<file path="src/rtl/offset_cal_defs.sv">
// Shared definitions for the 10-bit ADC offset-calibration engine:
// FSM encodings, datapath widths and saturation limits.
package offset_cal_defs;

  typedef enum logic [1:0] {
    ST_IDLE    = 2'd0,
    ST_SETTLE  = 2'd1,
    ST_ACCUM   = 2'd2,
    ST_COMPUTE = 2'd3
  } cal_state_e;

  localparam int ADC_W   = 10;
  localparam int OSC_W   = 12;
  localparam int OFF_MAX = 511;
  localparam int OFF_MIN = -512;

  // Sign-extend a 10-bit two's-complement offset to the downstream word width.
  function automatic logic [OSC_W-1:0] sext_off(input logic [ADC_W-1:0] off);
    return {{(OSC_W - ADC_W){off[ADC_W-1]}}, off};
  endfunction

endpackage

</file>
<file path="src/rtl/offset_cal_math.sv">
// Combinational offset math: accumulator -> rounded mean -> (MID_CODE - mean)
// -> saturation to a signed 10-bit range -> 12-bit sign-extended correction.
module offset_cal_math
  import offset_cal_defs::*;
#(
  parameter int LOG2_N   = 6,
  parameter int MID_CODE = 512
) (
  input  logic [ADC_W+LOG2_N-1:0] acc,
  output logic [OSC_W-1:0]        osc,
  output logic                    sat
);

  localparam int ACC_W = ADC_W + LOG2_N;
  localparam int DIF_W = ACC_W + 2;

  localparam logic [ACC_W:0]              HALF  = (ACC_W + 1)'(2 ** (LOG2_N - 1));
  localparam logic signed [DIF_W-1:0]     MID_S = DIF_W'(MID_CODE);
  localparam logic signed [DIF_W-1:0]     MAX_S = DIF_W'(OFF_MAX);
  localparam logic signed [DIF_W-1:0]     MIN_S = DIF_W'(OFF_MIN);

  logic [ACC_W:0]            sum_s;
  logic [ACC_W:0]            mean_s;
  logic signed [DIF_W-1:0]   diff_s;
  logic [ADC_W-1:0]          off_s;

  // Round-half-up mean, signed difference with headroom, then clamp.
  always_comb begin
    sum_s  = {1'b0, acc} + HALF;
    mean_s = sum_s >> LOG2_N;
    diff_s = MID_S - $signed({1'b0, mean_s});
    if (diff_s > MAX_S) begin
      off_s = ADC_W'(OFF_MAX);
      sat   = 1'b1;
    end else if (diff_s < MIN_S) begin
      off_s = ADC_W'(OFF_MIN);
      sat   = 1'b1;
    end else begin
      off_s = diff_s[ADC_W-1:0];
      sat   = 1'b0;
    end
    osc = sext_off(off_s);
  end

endmodule

</file>
<file path="src/rtl/offset_cal_10b.sv">
// Foreground offset-calibration engine: discards SETTLE valid samples, averages
// 2**LOG2_N samples and publishes the saturated correction on osc.
module offset_cal_10b
  import offset_cal_defs::*;
#(
  parameter int LOG2_N   = 6,
  parameter int SETTLE   = 4,
  parameter int MID_CODE = 512
) (
  input  logic             clk,
  input  logic             rst,
  input  logic             cal_start,
  input  logic             adc_valid,
  input  logic [ADC_W-1:0] adc_code,
  output logic             cal_busy,
  output logic             cal_done,
  output logic             cal_err,
  output logic [OSC_W-1:0] osc
);

  localparam int N     = 1 << LOG2_N;
  localparam int ACC_W = ADC_W + LOG2_N;
  localparam int SET_W = $clog2(SETTLE + 1);
  localparam int CNT_W = (SET_W > LOG2_N + 1) ? SET_W : LOG2_N + 1;

  localparam logic [CNT_W-1:0] SETTLE_LAST = CNT_W'((SETTLE > 0) ? SETTLE - 1 : 0);
  localparam logic [CNT_W-1:0] ACCUM_LAST  = CNT_W'(N - 1);

  cal_state_e        state_r;
  cal_state_e        state_nxt_s;
  logic [ACC_W-1:0]  acc_r;
  logic [CNT_W-1:0]  cnt_r;
  logic              settle_last_s;
  logic              accum_last_s;

  logic [OSC_W-1:0]  osc_calc_s;
  logic              sat_s;

  logic              busy_nxt_s;
  logic              done_nxt_s;
  logic              err_nxt_s;
  logic [OSC_W-1:0]  osc_nxt_s;
  logic              busy_r;
  logic              done_r;
  logic              err_r;
  logic [OSC_W-1:0]  osc_r;

  assign settle_last_s = adc_valid && (cnt_r == SETTLE_LAST);
  assign accum_last_s  = adc_valid && (cnt_r == ACCUM_LAST);

  offset_cal_math #(
    .LOG2_N   (LOG2_N),
    .MID_CODE (MID_CODE)
  ) u_math (
    .acc (acc_r),
    .osc (osc_calc_s),
    .sat (sat_s)
  );

  // State register.
  always_ff @(posedge clk or posedge rst) begin
    if (rst) begin
      state_r <= ST_IDLE;
    end else begin
      state_r <= state_nxt_s;
    end
  end

  // Next-state logic.
  always_comb begin
    state_nxt_s = state_r;
    case (state_r)
      ST_IDLE: begin
        if (cal_start) begin
          state_nxt_s = (SETTLE > 0) ? ST_SETTLE : ST_ACCUM;
        end else begin
          state_nxt_s = ST_IDLE;
        end
      end
      ST_SETTLE: begin
        if (settle_last_s) begin
          state_nxt_s = ST_ACCUM;
        end else begin
          state_nxt_s = ST_SETTLE;
        end
      end
      ST_ACCUM: begin
        if (accum_last_s) begin
          state_nxt_s = ST_COMPUTE;
        end else begin
          state_nxt_s = ST_ACCUM;
        end
      end
      ST_COMPUTE: state_nxt_s = ST_IDLE;
      default:    state_nxt_s = ST_IDLE;
    endcase
  end

  // Accumulator and shared settle/accumulate sample counter.
  always_ff @(posedge clk or posedge rst) begin
    if (rst) begin
      acc_r <= '0;
      cnt_r <= '0;
    end else begin
      case (state_r)
        ST_IDLE: begin
          if (cal_start) begin
            acc_r <= '0;
            cnt_r <= '0;
          end
        end
        ST_SETTLE: begin
          if (adc_valid) begin
            cnt_r <= settle_last_s ? '0 : cnt_r + CNT_W'(1);
          end
        end
        ST_ACCUM: begin
          if (adc_valid) begin
            acc_r <= acc_r + ACC_W'(adc_code);
            cnt_r <= cnt_r + CNT_W'(1);
          end
        end
        default: begin
          acc_r <= acc_r;
          cnt_r <= cnt_r;
        end
      endcase
    end
  end

  // Next values of the registered outputs; osc only moves on the COMPUTE exit.
  always_comb begin
    busy_nxt_s = (state_nxt_s != ST_IDLE);
    done_nxt_s = 1'b0;
    err_nxt_s  = err_r;
    osc_nxt_s  = osc_r;
    case (state_r)
      ST_IDLE: begin
        if (cal_start) begin
          err_nxt_s = 1'b0;
        end else begin
          err_nxt_s = err_r;
        end
      end
      ST_COMPUTE: begin
        done_nxt_s = 1'b1;
        osc_nxt_s  = osc_calc_s;
        err_nxt_s  = err_r | sat_s;
      end
      default: begin
        done_nxt_s = 1'b0;
      end
    endcase
  end

  // Output registers.
  always_ff @(posedge clk or posedge rst) begin
    if (rst) begin
      busy_r <= 1'b0;
      done_r <= 1'b0;
      err_r  <= 1'b0;
      osc_r  <= '0;
    end else begin
      busy_r <= busy_nxt_s;
      done_r <= done_nxt_s;
      err_r  <= err_nxt_s;
      osc_r  <= osc_nxt_s;
    end
  end

  assign cal_busy = busy_r;
  assign cal_done = done_r;
  assign cal_err  = err_r;
  assign osc      = osc_r;

endmodule
</file>
<file path="config.mk">
export PLATFORM = sky130hd
export DESIGN_NAME = offset_cal_10b
export DESIGN_NICKNAME = d
export VERILOG_FILES = /design/src/rtl/offset_cal_defs.sv /design/src/rtl/offset_cal_math.sv /design/src/rtl/offset_cal_10b.sv
export SDC_FILE = /design/constraint.sdc
export NUM_CORES = 1
export LEC_CHECK = 0
export ABC_CLOCK_PERIOD_IN_PS = 2300
export CAP_MARGIN = 25
export CORE_UTILIZATION = 46
export CTS_CLUSTER_SIZE = 12
export DETAILED_ROUTE_END_ITERATION = 8
export MAX_ROUTING_LAYER = met4
export PLACE_DENSITY = 0.72
export RECOVER_POWER = 25
export SKIP_CTS_REPAIR_TIMING = 1
export SLEW_MARGIN = 25
export SYNTH_ARGS = -nofsm -noshare
export SYNTH_HDL_FRONTEND = slang
export SYNTH_SLANG_ARGS = --single-unit
</file>
<file path="constraint.sdc">
create_clock -name clk -period 2.3 [get_ports clk]
set_input_delay 0.575 -clock clk [delete_from_list [all_inputs] [get_ports clk]]
set_output_delay 0.575 -clock clk [all_outputs]
set_load 0.05 [all_outputs]
</file>
==> results of run 1 <==
==> state kept, by name, indices dropped and copies added, names as in the netlist <==
register / count
cal_busy: 1
osc: 10
state_r: 2
cnt_r: 7
cal_done: 1
acc_r: 16
cal_err: 1
==> area by class of cell <==
| class | count | area share, % |
|---|---|---|
| clock buffer | 6 | 2.45 |
| timing repair buffer | 54 | 14.2 |
| sequential | 38 | 28.3 |
| inverter | 19 | 2.12 |
| multi-input combinational | 220 | 49.9 |
| tap | 72 | 2.67 |
| clock inverter | 2 | 0.371 |
==> cells in the final DEF (no fill, tap or decap), drive strengths merged, types with 3 or more instances in the layout <==
cell | Yosys | routed
nor4 | 3 | 3
nand4 | 6 | 6
dfrtp | 38 | 38
and3 | 8 | 8
a31o | 4 | 4
nor2 | 19 | 19
inv | 19 | 19
nand2b | 4 | 4
a22o | 10 | 10
ha | 19 | 19
clkbuf | 4 | 8
o31ai | 3 | 3
xor2 | 11 | 11
xnor2 | 15 | 15
o221ai | 8 | 8
a21oi | 17 | 17
nand3 | 9 | 9
clkdlybuf4s50 | 0 | 23
a21o | 7 | 7
buf | 9 | 24
o21ai | 14 | 14
or2 | 4 | 4
nand2 | 23 | 23
nor3 | 7 | 7
mux2i | 4 | 4
dlymetal6s2s | 0 | 4
==> metal layers <==
metal  global-route usage, %  up-vias  share of wire [%]
li1                        -     1151                  -
met1                    24.5     1052                 47
met2                    32.3       34                 49
met3                    4.14        5                2.5
met4                    5.74        0                1.1
met5                       -        -                  0
==> synth_stat cells (2+ instances only) <==
master                     instances  area share [%]
sky130_fd_sc_hd__buf_2             3            0.55
sky130_fd_sc_hd__o22ai_1           2            0.46
sky130_fd_sc_hd__nand2_1          21             2.9
sky130_fd_sc_hd__clkbuf_1          2            0.28
sky130_fd_sc_hd__nand2b_1          3            0.69
sky130_fd_sc_hd__xor2_1           11             3.6
sky130_fd_sc_hd__buf_4             4             1.1
sky130_fd_sc_hd__nor3_1            6             1.1
sky130_fd_sc_hd__a21o_1            7             1.9
sky130_fd_sc_hd__nor4_1            3            0.69
sky130_fd_sc_hd__o21ai_0          13             2.4
sky130_fd_sc_hd__o221ai_1          8             2.6
sky130_fd_sc_hd__nand4_1           5             1.2
sky130_fd_sc_hd__a21oi_1          17             3.1
sky130_fd_sc_hd__a31o_2            4             1.3
sky130_fd_sc_hd__a31oi_1           2            0.46
sky130_fd_sc_hd__a22o_1            9             2.9
sky130_fd_sc_hd__xnor2_1          14             4.5
sky130_fd_sc_hd__dfrtp_1          38              35
sky130_fd_sc_hd__nand3_1           8             1.5
sky130_fd_sc_hd__o31ai_1           3            0.83
sky130_fd_sc_hd__nor2_1           19             2.6
sky130_fd_sc_hd__a41o_1            2            0.74
sky130_fd_sc_hd__or2_2             3            0.69
sky130_fd_sc_hd__mux2i_1           4             1.5
sky130_fd_sc_hd__a211o_1           2            0.65
sky130_fd_sc_hd__ha_1             19             8.8
sky130_fd_sc_hd__buf_6             2            0.83
sky130_fd_sc_hd__inv_1            19             2.6
sky130_fd_sc_hd__and3_1            8             1.8
==> worst max-delay path: cells and delay by family <==
| kind | cells | cell delay [ns] |
|---|---|---|
| AO/OA/AOI/OAI | 5 | 0.96 |
| adder cells (fa/ha/maj) | 1 | 0.23 |
| buffers and inverters | 2 | 0.66 |
| AND/OR/NAND/NOR | 1 | 0.05 |
==> worst max-delay path by stage <==
| stage | cells after the start | slack, ns | endpoint |
|---|---|---|---|
| after CTS | 10 | -0.21 | acc_r[14] |
| after floorplan | 9 | 0.05 | acc_r[10] |
| after global placement | 10 | -0.48 | acc_r[14] |
| final | 9 | 0.02 | acc_r[15] |
| after global routing | 8 | -0.02 | osc[3] |
| after detailed placement | 10 | -0.53 | acc_r[14] |
==> power by group <==
group	total (mW)	leakage [nW]	switching, mW	internal (mW)
Combinational	2.35	1.09	1.31	1.04
Sequential	1.03	0.504	0.187	0.848
Clock	0.487	0.0472	0.246	0.241
Total	3.87	1.64	1.75	2.13
==> kinds of logic after synthesis <==
family / Yosys count / share of synthesized area (%)
AO/OA/AOI/OAI: 82 / 21.8
buffers and inverters: 32 / 6.10
AND/OR/NAND/NOR: 88 / 17.3
flip-flops: 38 / 35.1
XOR/XNOR: 26 / 8.69
multiplexers: 4 / 1.48
adder cells (fa/ha/maj): 20 / 9.52
==> through the flow <==
step | instance area, um2 | TNS, ns | setup slack (ns)
detailed placement | 3170 | -4.18 | -0.526
CTS | 3270 | -1.20 | -0.212
global placement | 3170 | -3.73 | -0.476
finish | 3370 | 0 | 0.0170
floorplan | 2710 | 0 | 0.0532
global route | 3370 | -0.115 | -0.0238
==> impl_metrics.json, run 1 <==
{
  "status": "finished clean",
  "synth_seq_cells": 38,
  "final-seq-area_um2": 952,
  "power.static_leakage_nw": 1.64,
  "first_global_vias": 2091,
  "die_area_um2": 6200,
  "holdCritPathClass": "register to register",
  "overflow": 0,
  "hold-path-endpoint": "osc[0]",
  "synth_edf_count": 0,
  "post_route_cells_drive_above_1_share_pct": 20.1,
  "num_antenna_cells": 0,
  "synth_async_sr_flop_share_pct": 100,
  "finalHoldViolations": 0,
  "num-fill-cells": 477,
  "fin_nets": 372,
  "critPathArrivalTime_ns": 2.47,
  "floorplan.io_pins": 29,
  "cts_buffer_depth": 2,
  "synth.lib_cells_used.distinct": 59,
  "crit_start": "adc_code[5]",
  "crit_path_end_kind": "register",
  "drt.antenna.violating_nets": 0,
  "post-route-min-period_ns": 2.28,
  "finalWeightedCongestion": 0.907,
  "stdcell_count": 411,
  "synthesis.nets": 324,
  "timing.critical_path.cells": "clkdlybuf4s50_1, ha_4, a21o_1, a21o_1, a21oi_2, o211a_1, nor3_2, buf_4, a31o_2",
  "path_common_cell": "sky130_fd_sc_hd__a21o_1",
  "drtPass1Iterations": 7,
  "die_w_um": 78.7,
  "path_max_fanout": 6,
  "overall_power_of_the_completed_layout_mw": 3.87,
  "holdPathStages": 1,
  "grt_antenna_before_repair": 0,
  "vdd_drop_max_mv": 0.603,
  "effective_utilization_at_floorplan_pct": 48.6,
  "globalRouteTotalUtil_pct": 19.7,
  "worst_r2r_path_depth": 8,
  "max_cap_viol_count": 0,
  "die_h_um": 78.7,
  "power-per-cell-area_nw_per_um2": 1150,
  "post_route_hold_slack_ns": 0.489,
  "r2r-end": "osc[7]",
  "synthesis.instances": 290,
  "multi_input_area_um2": 1680,
  "ff2ff_setup_slack_ns": 0.10,
  "post_synth_instance_area_um2": 2710,
  "r2r-start": "acc_r[6]",
  "htreeDepth": 2,
  "route.detailed.vias_per_inst": 5.45,
  "final-max-slew-violation-count": 0,
  "floorplan.rows": 27,
  "number_of_setup_violations_in_the_final_report": 0,
  "finClkSkew_ns": 0.00393,
  "port_buffers": 28,
  "hold_path.startpoint": "osc[0]",
  "placed_cells": 402,
  "tritoncts_clock_tree": "built",
  "synth_area_per_cell_um2": 9.34,
  "grt_max_degree": 39,
  "synthesis.yosys.warnings": 0,
  "post-route-util_pct": 60.4,
  "syn_to_final_growth_pct": 24.4,
  "grt_pass1_wl_mm": 9.35,
  "via_count": 2242,
  "drt_iter0_drc": 116,
  "core_area_um2": 5570,
  "tritoncts.num_buffers": 5,
  "place.detailed.hpwl_mm": 4.05,
  "startpoint_type": "primary input",
  "drc": 0,
  "finalCritPeriodShare_pct": 99.3,
  "worstMarginPinSlew_ns": 0.963,
  "crit_slowest_cell": "sky130_fd_sc_hd__clkdlybuf4s50_1",
  "slew-limit-headroom_pct": 35.8,
  "crit_type": "primary input to register",
  "clock-sinks": 38,
  "clkSlewWorstSetupHoldPaths_ns": 0.07,
  "critical_path_required_ns": 2.49,
  "fmax_mhz": 438,
  "worst_skew_pair.late_latency_ns": 0.29,
  "cts-root-buf": "sky130_fd_sc_hd__clkbuf_8",
  "synth_seq_area_share_pct": 35.1,
  "max_stage_delay_ns": 0.51,
  "wirelength_mm": 5.64,
  "detail_route.wl_per_cell_um": 13.7,
  "synth_flop_cell": "sky130_fd_sc_hd__dfrtp_1"
}
Note: power is estimated with default switching activity, not from simulation.
==> run 2: changes to the inputs <==
- ABC_AREA: not set -> 0
- ABC_CLOCK_PERIOD_IN_PS: 2300 -> 2700
- PLACE_DENSITY: 0.72 -> 0.69
- clock period: 2.3 -> 2.7 ns (I/O delays scaled with it)
==> run 2 against run 1 <==
Global-route usage increased by 0.086 points. Design area shrank 4.7%. Critical path depth grew 1. Critical endpoint is now acc_r[14]. Largest power group unchanged.
==> impl_metrics.json, run 2 (synthesized netlist as in run 1, its figures left out) <==
{
  "stdcell_count": 398,
  "vdd_drop_max_mv": 0.545,
  "drc": 0,
  "hold_path.startpoint": "cnt_r[0]",
  "rsz0062_at_grt": "no",
  "crit_type": "primary input to register",
  "multi_input_area_um2": 1600,
  "critical_path.n_buffers_inverters": 1,
  "groute.layer.met1.usage_pct": 24.3,
  "drtPass1Iterations": 4,
  "post-route-min-period_ns": 2.57,
  "overall_power_of_the_completed_layout_mw": 3.25,
  "critPathArrivalTime_ns": 2.79,
  "worst_skew_pair.late_latency_ns": 0.29,
  "final_cell_area_um2": 3210,
  "finClkSkew_ns": 0.00673,
  "max_cap_viol_count": 0,
  "gr-usage-met2_pct": 33.3,
  "core_area_um2": 5570,
  "finalWeightedCongestion": 0.819,
  "number_of_setup_violations_in_the_final_report": 0,
  "fmax_mhz": 389,
  "tritoncts_clock_tree": "built",
  "wirelength_mm": 5.30,
  "worstMarginPinSlew_ns": 0.953,
  "via_count": 2193,
  "effective_utilization_at_floorplan_pct": 48.6,
  "max_stage_delay_ns": 0.47,
  "grt_most_used_layer": "met2",
  "placement.cell_area_um2": 3080,
  "hold-path-endpoint": "cnt_r[0]",
  "die_w_um": 78.7,
  "cts_buffer_depth": 2,
  "clock-sinks": 38,
  "clkSlewWorstSetupHoldPaths_ns": 0.07,
  "crit_slowest_cell": "sky130_fd_sc_hd__clkdlybuf4s50_1",
  "cts-root-buf": "sky130_fd_sc_hd__clkbuf_8",
  "layout_common_cells": "38 x sky130_fd_sc_hd__dfrtp_1, 27 x sky130_fd_sc_hd__clkdlybuf4s50_1, 21 x sky130_fd_sc_hd__nand2_1",
  "htreeDepth": 2,
  "place.detailed.hpwl_mm": 4.02,
  "num_antenna_cells": 0,
  "power-per-cell-area_nw_per_um2": 1010,
  "post-route-util_pct": 57.6,
  "r2r-start": "acc_r[5]",
  "globalRouteMet3Util_pct": 3.91,
  "crit_path_end_kind": "register",
  "path_common_cell": "sky130_fd_sc_hd__a21oi_2",
  "path_max_fanout": 3,
  "detail_route.wl_per_cell_um": 13.3,
  "placed_cells": 390,
  "final-seq-area_um2": 951,
  "startpoint_type": "primary input",
  "fin_nets": 360,
  "globalRouteTotalUtil_pct": 19.8,
  "num-fill-cells": 505,
  "finalHoldViolations": 0,
  "critPathTopFamily": "compound AO/OA/AOI/OAI gates",
  "holdPathStages": 1,
  "status": "finished clean",
  "floorplan.io_pins": 29,
  "r2r-end": "osc[8]",
  "critical_path_required_ns": 2.92,
  "grt_max_degree": 39,
  "port_buffers": 28,
  "ff2ff_setup_slack_ns": 0.39,
  "tritoncts.num_buffers": 5,
  "die_h_um": 78.7,
  "slew-limit-headroom_pct": 36.4,
  "number_of_flip_flops_under_the_largest_register_name": 16,
  "power.static_leakage_nw": 1.56,
  "route.detailed.vias_per_inst": 5.51,
  "floorplan.rows": 27,
  "grt_antenna_before_repair": 0,
  "final-max-slew-violation-count": 0,
  "die_area_um2": 6200,
  "worst_r2r_path_depth": 7,
  "holdCritPathClass": "register to register",
  "grt_pass1_wl_mm": 9.51,
  "finalCritPeriodShare_pct": 95.3,
  "overflow": 0,
  "drt.antenna.violating_nets": 0,
  "top_register": "acc_r",
  "syn_to_final_growth_pct": 18.6,
  "first_global_vias": 2160,
  "drt_iter0_drc": 111,
  "final_common_cell": "sky130_fd_sc_hd__dfrtp_1",
  "post_route_cells_drive_above_1_share_pct": 13.8,
  "timing.critical_path.cells": "clkdlybuf4s50_1, ha_2, fa_2, a21o_1, nand4_1, a21oi_2, o211ai_1, a31o_2, or3_1, a21oi_2"
}
-- run 2: cell types whose count changed in the layout (fill, tap and decap cells not counted), moves of 2 or more --
cell,change
sky130_fd_sc_hd__buf_4,-11
sky130_fd_sc_hd__clkdlybuf4s50_1,+4
sky130_fd_sc_hd__dlymetal6s2s_1,-4
sky130_fd_sc_hd__ha_1,+5
sky130_fd_sc_hd__ha_2,-2
sky130_fd_sc_hd__ha_4,-3
-- run 2: worst max-delay path by stage --
| stage | to | cells past startpoint | startpoint | slack [ns] |
|---|---|---|---|---|
| after floorplan | acc_r[10] | 9 | adc_code[0] | 0.35 |
| after global placement | acc_r[14] | 10 | adc_code[0] | -0.19 |
| after detailed placement | acc_r[14] | 10 | adc_code[0] | -0.28 |
| after CTS | acc_r[14] | 10 | adc_code[0] | 0.01 |
| after global routing | acc_r[14] | 10 | adc_code[0] | 0.02 |
| final | acc_r[14] | 10 | adc_code[0] | 0.13 |
-- run 2: power by group --
part           switching [mW]  internal (mW)
clock                   0.198          0.296
combinational            1.07          0.804
sequential              0.159          0.722
-- run 2: cell type report --
class / count / share of cell area [%]
clock inverter: 1 / 0.935
sequential: 38 / 29.6
inverter: 19 / 2.22
clock buffer: 6 / 2.57
multi-input combinational: 220 / 49.9
tap: 72 / 2.80
timing repair buffer: 42 / 11.9
-- run 2: worst reg2reg max path, stage by stage, from the launching register on --
cell and delay [ns]:
sky130_fd_sc_hd__dfrtp_1 0.38, sky130_fd_sc_hd__ha_1 0.27, sky130_fd_sc_hd__and3_1 0.24, sky130_fd_sc_hd__nor4_1 0.31
sky130_fd_sc_hd__o21ai_0 0.32, sky130_fd_sc_hd__nor2_1 0.21, sky130_fd_sc_hd__nand4_1 0.30, sky130_fd_sc_hd__o221ai_1 0.18
-- run 2: routing by layer --
metal  routed length [um]  share of wire, %
met1                 2540                48
met2                 2570                48
met3                  145               2.7
met4                   45              0.85
met5                    0                 0
-- run 2: stage by stage --
stage               worst slack (ns)  TNS (ns)  hold WS (ns)
finish                         0.126         0         0.509
global route                  0.0245         0         0.528
CTS                           0.0119         0         0.512
detailed placement            -0.280     -1.20         0.496
global placement              -0.193    -0.868         0.482
floorplan                      0.353         0         0.472
